[config.mk]
export PLATFORM = sky130hd
export DESIGN_NAME = hazard_ctrl
export DESIGN_NICKNAME = d
export VERILOG_FILES = /design/src/rtl/hazard_ctrl_pkg.sv /design/src/rtl/hazard_perf_counters.sv /design/src/rtl/hazard_ctrl.sv
export SDC_FILE = /design/constraint.sdc
export NUM_CORES = 1
export LEC_CHECK = 0
export CAP_MARGIN = 20
export CORE_AREA = 2 2 70 99
export CTS_BUF_LIST = sky130_fd_sc_hd__clkbuf_8
export CTS_CLUSTER_SIZE = 16
export DETAILED_ROUTE_END_ITERATION = 6
export DIE_AREA = 0 0 72 101
export GPL_TIMING_DRIVEN = 0
export PLACE_DENSITY = 0.89
export SLEW_MARGIN = 10
export SYNTH_ARGS = -nofsm -noshare
export SYNTH_HDL_FRONTEND = slang
export SYNTH_SLANG_ARGS = --single-unit
[constraint.sdc]
create_clock -name clk -period 5.59 [get_ports clk]
set_input_delay 1.118 -clock clk [delete_from_list [all_inputs] [get_ports clk]]
set_output_delay 1.118 -clock clk [all_outputs]
set_load 0.01 [all_outputs]
[src/rtl/hazard_ctrl_pkg.sv]
// Shared types and constants for the pipeline hazard controller: FSM encoding,
// the bundle of pipeline-register controls and its canned NOP-bubble patterns.
package hazard_ctrl_pkg;

  localparam int CNT_W_DEFAULT = 32;

  typedef enum logic {
    RUN      = 1'b0,
    MDU_BUSY = 1'b1
  } state_e;

  typedef struct packed {
    logic pc_write;
    logic if_id_write;
    logic id_ex_write;
    logic ex_mem_write;
    logic if_id_flush;
    logic id_ex_flush;
    logic ex_mem_bubble;
    logic mem_wb_bubble;
    logic mdu_start;
  } pipe_ctrl_t;

  // Free-running pipeline: every register loads, nothing is squashed.
  localparam pipe_ctrl_t CTRL_DEFAULT = '{
    pc_write: 1'b1, if_id_write: 1'b1, id_ex_write: 1'b1, ex_mem_write: 1'b1,
    if_id_flush: 1'b0, id_ex_flush: 1'b0, ex_mem_bubble: 1'b0,
    mem_wb_bubble: 1'b0, mdu_start: 1'b0
  };

  // Data-memory wait: everything frozen, WB receives a NOP bubble.
  localparam pipe_ctrl_t CTRL_MEM_FREEZE = '{
    pc_write: 1'b0, if_id_write: 1'b0, id_ex_write: 1'b0, ex_mem_write: 1'b0,
    if_id_flush: 1'b0, id_ex_flush: 1'b0, ex_mem_bubble: 1'b0,
    mem_wb_bubble: 1'b1, mdu_start: 1'b0
  };

  // MUL/DIV occupying EX: front end frozen, MEM receives a NOP bubble.
  localparam pipe_ctrl_t CTRL_MDU_STALL = '{
    pc_write: 1'b0, if_id_write: 1'b0, id_ex_write: 1'b0, ex_mem_write: 1'b1,
    if_id_flush: 1'b0, id_ex_flush: 1'b0, ex_mem_bubble: 1'b1,
    mem_wb_bubble: 1'b0, mdu_start: 1'b0
  };

  // A load in EX feeding a source the ID instruction really reads; x0 never hazards.
  function automatic logic load_use_hit(
    input logic       ex_mem_read,
    input logic [4:0] ex_rd,
    input logic [4:0] rs1,
    input logic       uses_rs1,
    input logic [4:0] rs2,
    input logic       uses_rs2
  );
    return ex_mem_read && (ex_rd != 5'd0) &&
           ((uses_rs1 && (rs1 == ex_rd)) || (uses_rs2 && (rs2 == ex_rd)));
  endfunction

endpackage

[src/rtl/hazard_perf_counters.sv]
// Stall and flush performance counters: wrapping, with increment enables and a
// synchronous clear that dominates.
module hazard_perf_counters #(
  parameter int CNT_W = 32
) (
  input  logic             clk,
  input  logic             i_clr,
  input  logic             i_stall_inc,
  input  logic             i_flush_inc,
  output logic [CNT_W-1:0] o_stall_cycles,
  output logic [CNT_W-1:0] o_flush_count
);

  logic [CNT_W-1:0] r_stall_cnt;
  logic [CNT_W-1:0] r_flush_cnt;

  // NOTE: sequential state uses non-blocking assignments so every register
  // samples pre-edge values regardless of process ordering.
  always_ff @(posedge clk) begin
    if (i_clr) begin
      r_stall_cnt <= '0;
      r_flush_cnt <= '0;
    end else begin
      if (i_stall_inc) r_stall_cnt <= r_stall_cnt + 1'b1;
      if (i_flush_inc) r_flush_cnt <= r_flush_cnt + 1'b1;
    end
  end

  assign o_stall_cycles = r_stall_cnt;
  assign o_flush_count  = r_flush_cnt;

endmodule

[src/rtl/hazard_ctrl.sv]
// In-order pipeline hazard controller: load-use interlock, EX branch flush,
// MUL/DIV start/done handshake and data-memory freeze, with perf counters.
module hazard_ctrl
  import hazard_ctrl_pkg::*;
#(
  parameter int CNT_W = CNT_W_DEFAULT
) (
  input  logic             clk,
  input  logic             rst,
  input  logic [4:0]       ID_rs1,
  input  logic [4:0]       ID_rs2,
  input  logic             ID_uses_rs1,
  input  logic             ID_uses_rs2,
  input  logic             ID_EX_MemRead,
  input  logic [4:0]       ID_EX_rd,
  input  logic             ID_EX_is_mdu,
  input  logic             mdu_done,
  input  logic             EX_branch_taken,
  input  logic             dmem_req,
  input  logic             dmem_ready,
  output logic             PC_Write,
  output logic             IF_ID_Write,
  output logic             ID_EX_Write,
  output logic             EX_MEM_Write,
  output logic             IF_ID_Flush,
  output logic             ID_EX_Flush,
  output logic             EX_MEM_Bubble,
  output logic             MEM_WB_Bubble,
  output logic             mdu_start,
  output logic [CNT_W-1:0] stall_cycles,
  output logic [CNT_W-1:0] flush_count
);

  state_e     r_state;
  state_e     w_next_state;
  logic       r_done_pend;
  logic       w_next_done_pend;
  logic       w_mem_wait;
  logic       w_load_use;
  logic       w_mdu_release;
  logic       w_flush_inc;
  logic       w_stall_inc;
  pipe_ctrl_t w_ctrl;

  assign w_mem_wait    = dmem_req && !dmem_ready;
  assign w_load_use    = load_use_hit(ID_EX_MemRead, ID_EX_rd, ID_rs1, ID_uses_rs1,
                                      ID_rs2, ID_uses_rs2);
  assign w_mdu_release = (r_state == MDU_BUSY) && (mdu_done || r_done_pend);

  always_ff @(posedge clk) begin
    if (rst) begin
      r_state     <= RUN;
      r_done_pend <= 1'b0;
    end else begin
      r_state     <= w_next_state;
      r_done_pend <= w_next_done_pend;
    end
  end

  // A done pulse only matters while an operation is outstanding, so a stray
  // pulse after a reset-abandoned operation cannot latch into done_pend.
  always_comb begin
    // NOTE: defaults first so every path assigns every variable (no latches).
    w_next_state     = r_state;
    w_next_done_pend = r_done_pend;
    if (w_mem_wait) begin
      if ((r_state == MDU_BUSY) && mdu_done) w_next_done_pend = 1'b1;
    end else if (r_state == MDU_BUSY) begin
      if (w_mdu_release) begin
        w_next_state     = RUN;
        w_next_done_pend = 1'b0;
      end
    end else if (ID_EX_is_mdu) begin
      w_next_state = MDU_BUSY;
    end
  end

  always_comb begin
    w_ctrl      = CTRL_DEFAULT;
    w_flush_inc = 1'b0;
    if (!rst) begin
      if (w_mem_wait) begin
        w_ctrl = CTRL_MEM_FREEZE;
      end else if (r_state == MDU_BUSY) begin
        if (!w_mdu_release) w_ctrl = CTRL_MDU_STALL;
      end else if (ID_EX_is_mdu) begin
        w_ctrl           = CTRL_MDU_STALL;
        w_ctrl.mdu_start = 1'b1;
      end else if (EX_branch_taken) begin
        w_ctrl.if_id_flush = 1'b1;
        w_ctrl.id_ex_flush = 1'b1;
        w_flush_inc        = 1'b1;
      end else if (w_load_use) begin
        w_ctrl.pc_write    = 1'b0;
        w_ctrl.if_id_write = 1'b0;
        w_ctrl.id_ex_flush = 1'b1;
      end
    end
  end

  assign w_stall_inc = !rst && !w_ctrl.pc_write;

  assign PC_Write      = w_ctrl.pc_write;
  assign IF_ID_Write   = w_ctrl.if_id_write;
  assign ID_EX_Write   = w_ctrl.id_ex_write;
  assign EX_MEM_Write  = w_ctrl.ex_mem_write;
  assign IF_ID_Flush   = w_ctrl.if_id_flush;
  assign ID_EX_Flush   = w_ctrl.id_ex_flush;
  assign EX_MEM_Bubble = w_ctrl.ex_mem_bubble;
  assign MEM_WB_Bubble = w_ctrl.mem_wb_bubble;
  assign mdu_start     = w_ctrl.mdu_start;

  hazard_perf_counters #(
    .CNT_W (CNT_W)
  ) u_perf (
    .clk            (clk),
    .i_clr          (rst),
    .i_stall_inc    (w_stall_inc),
    .i_flush_inc    (w_flush_inc),
    .o_stall_cycles (stall_cycles),
    .o_flush_count  (flush_count)
  );

endmodule

==> flow_summary.json <==
{
  "die-area_um2": 7270,
  "finalSetupTns_ns": 0,
  "yosysMostFrequentCell": "dfxtp_1",
  "finalCritPeriodShare": 0.863,
  "timing.rr.start": "u_perf.o_flush_count[9]",
  "synth_simple_gate_area_share": 0.312,
  "outcome": "complete, no violations",
  "period_minus_slack_ns": 4.82,
  "min_path_type": "register to register",
  "antenna_found_initial": 0,
  "synth-edff-count": 0,
  "synthToLayoutAreaGrowth_pct": 36.5,
  "p_sw_uw": 231,
  "post-place-ws_ns": 0.797,
  "rr_endpoint": "u_perf.o_flush_count[31]",
  "peakVddDrop_mv": 0.151,
  "drt-initial-drc-count": 198,
  "synthArstFlopShare": 0,
  "io_pins": 98,
  "synth_area_um2": 3320,
  "start_util": 0.516,
  "worst_slew_pin_slew_ns": 0.989,
  "yosys.area.top_type": "dfxtp_1",
  "cts_buffers": 9,
  "grt_overflow": 0,
  "clock-sinks": 66,
  "num_vias": 3399,
  "synth_cell_types": 41,
  "endpoint_kind": "output pin",
  "num_antenna_cells": 0,
  "cp_max_fo": 4,
  "critPathKind": "primary input to output pin",
  "whs_path_depth": 2,
  "routabilityCongestion": 0.876,
  "synth_top_family_by_area": "simple AND/OR/NAND/NOR gates",
  "cts_root_buf": "clkbuf_8",
  "postCtsSetupRepairBufs": 0,
  "ant_nets": 0,
  "ys_ff_latch": 66,
  "clock_tree.buffer_depth": 2,
  "r2r_slack_ns": 3.22,
  "critPathArrivalTime_ns": 3.70,
  "synth_flop_cell": "dfxtp_1",
  "timing.final.ws_setup_ns": 0.768,
  "setup_violations": 0,
  "p_leak_uw": 0.00152,
  "drv_slew": 0,
  "synth-xor-area-share": 0.111,
  "synth_common_cells": "dfxtp_1, nor2_1, nand3_1, a21oi_1, xor2_1",
  "seqPwrFrac": 0.529,
  "cts.htree.levels": 3,
  "numPortBuffers": 96,
  "netlist.area_leader.share": 0.397,
  "rows": 35,
  "synthesis.nets": 421,
  "grt_max_degree": 12,
  "cts_resized": 0,
  "vias_per_cell": 5.87,
  "grt_usage": 0.256,
  "wl_per_cell_um": 15.6,
  "die_h_um": 101,
  "insertion_delay_ns": 0.34,
  "rsz0062_at_grt": "no",
  "drive_above_1_share": 0.0634,
  "synth_cells": 394,
  "rr_worst_depth": 6,
  "drc": 0,
  "synth-compound-area-share": 0.112,
  "relSlewSlack": 0.336,
  "intPower_uw": 675,
  "hold_viol_final": 0,
  "clkTransAtPathRegs_ns": 0.07,
  "grt_pass1_vias": 3286,
  "routed_wl_um": 9020,
  "fmax_mhz": 207,
  "hold_start": "u_perf.o_flush_count[6]",
  "finClkSkew_ns": 0.00864,
  "power_density_nw_per_um2": 200,
  "yosysSeqAreaShare": 0.397,
  "grt_pass1_wl_um": 14800,
  "synth_area_per_cell_um2": 8.44,
  "switching_share": 0.255,
  "combPwrFrac": 0.098,
  "hold_end": "u_perf.o_flush_count[6]",
  "required_ns": 4.47,
  "cp-start-kind": "primary input",
  "synthMuxAreaShare": 0.0196,
  "core_area_um2": 6440,
  "cts_hold_buffers": 0,
  "die_x_um": 72,
  "synth_area_leaders": "dfxtp_1, xor2_1, nor2_1, xnor2_1, nand3_1",
  "yosysWarnings": 0,
  "synth_fa_ha_area_frac": 0.00753,
  "cap_violations": 0,
  "cts_tree": "built",
  "clock_power_share": 0.372,
  "drtPass1Iterations": 4,
  "hpwl_um": 6790,
  "finalNetCount": 528
}
==> how the worst max path moves through the flow <==
stage | depth (start not counted) | endpoint | start
3_3_place_gp | 8 | PC_Write | ID_EX_rd[0]
4_1_cts | 8 | PC_Write | ID_EX_rd[0]
3_5_place_dp | 8 | PC_Write | ID_EX_rd[0]
5_1_grt | 8 | PC_Write | ID_EX_rd[2]
6_report | 8 | PC_Write | ID_EX_rd[0]
2_1_floorplan | 6 | PC_Write | ID_EX_rd[2]
==> state kept, by name, indices dropped and copies added (netlist names) <==
signal,cells
u_perf.o_flush_count,32
u_perf.o_stall_cycles,32
r_done_pend,1
r_state,1
==> worst max-delay path: stages <==
cell             delay, ns
clkdlybuf4s50_1       0.55
xnor2_1               0.16
nand4_1               0.15
o22a_1                0.26
o41ai_1               0.65
nand2b_1              0.17
buf_4                 0.17
clkdlybuf4s50_1       0.46
==> placed cells by master, fill, tap and decap left out, types with 11 or more instances in the layout <==
master,Yosys,layout
a21oi_1,25,25
clkbuf_1,11,11
clkdlybuf4s50_1,0,96
dfxtp_1,66,66
inv_1,12,12
nand2_1,24,24
nand3_1,26,26
nand4_1,18,18
nor2_1,46,46
o21ai_0,17,17
or3_1,15,15
or4_1,13,13
xnor2_1,17,17
xor2_1,25,25
==> logic make-up (layout without fill, tap and decap cells) <==
logic type	count (synthesis)	count (layout)
buffers and inverters	29	140
adder cells (fa/ha/maj)	2	2
AO/OA/AOI/OAI	62	62
AND/OR/NAND/NOR	187	187
XOR/XNOR	42	42
multiplexers	6	6
flip-flops	66	66
==> final cells by class <==
class	count	area, um2
Clock inverter	6	35.0
Fill cell	504	1900
Tap cell	74	92.6
Inverter	12	45.0
Timing Repair Buffer	96	961
Sequential cell	66	1320
Buffer	17	91.3
Multi-Input combinational cell	299	1870
Clock buffer	9	124
==> power by group through the flow <==
stage	Clock, uW	Sequential [uW]	Combinational (uW)
6_report	337	480	89.1
5_1_grt	365	480	95.1
4_1_cts	340	479	88.4
3_5_place_dp	0	490	87.7
3_3_place_gp	0	490	84.7
2_1_floorplan	0	491	42.7
==> routing by layer <==
layer / wire length [um] / vias up / GRT usage
met2: 4700 / 135 / 0.452
met5: 0 / - / 0
met1: 3640 / 1616 / 0.292
met3: 521 / 17 / 0.0540
li1: - / 1631 / -
met4: 163 / 0 / 0.118
==> per-stage QoR <==
stage / total power [uW] / cell area [um2] / std cells / hold slack, ns / utilization
after floorplan: 533 / 3320 / 394 / 0.490 / -
after global routing: 940 / 4540 / 579 / 0.528 / 0.705
after global placement: 574 / 4380 / 564 / 0.474 / 0.680
after CTS: 908 / 4540 / 579 / 0.498 / 0.705
after detailed placement: 578 / 4380 / 564 / 0.484 / 0.680
final: 906 / 4540 / 579 / 0.503 / 0.705
Note: power is estimated with default switching activity, not from simulation.
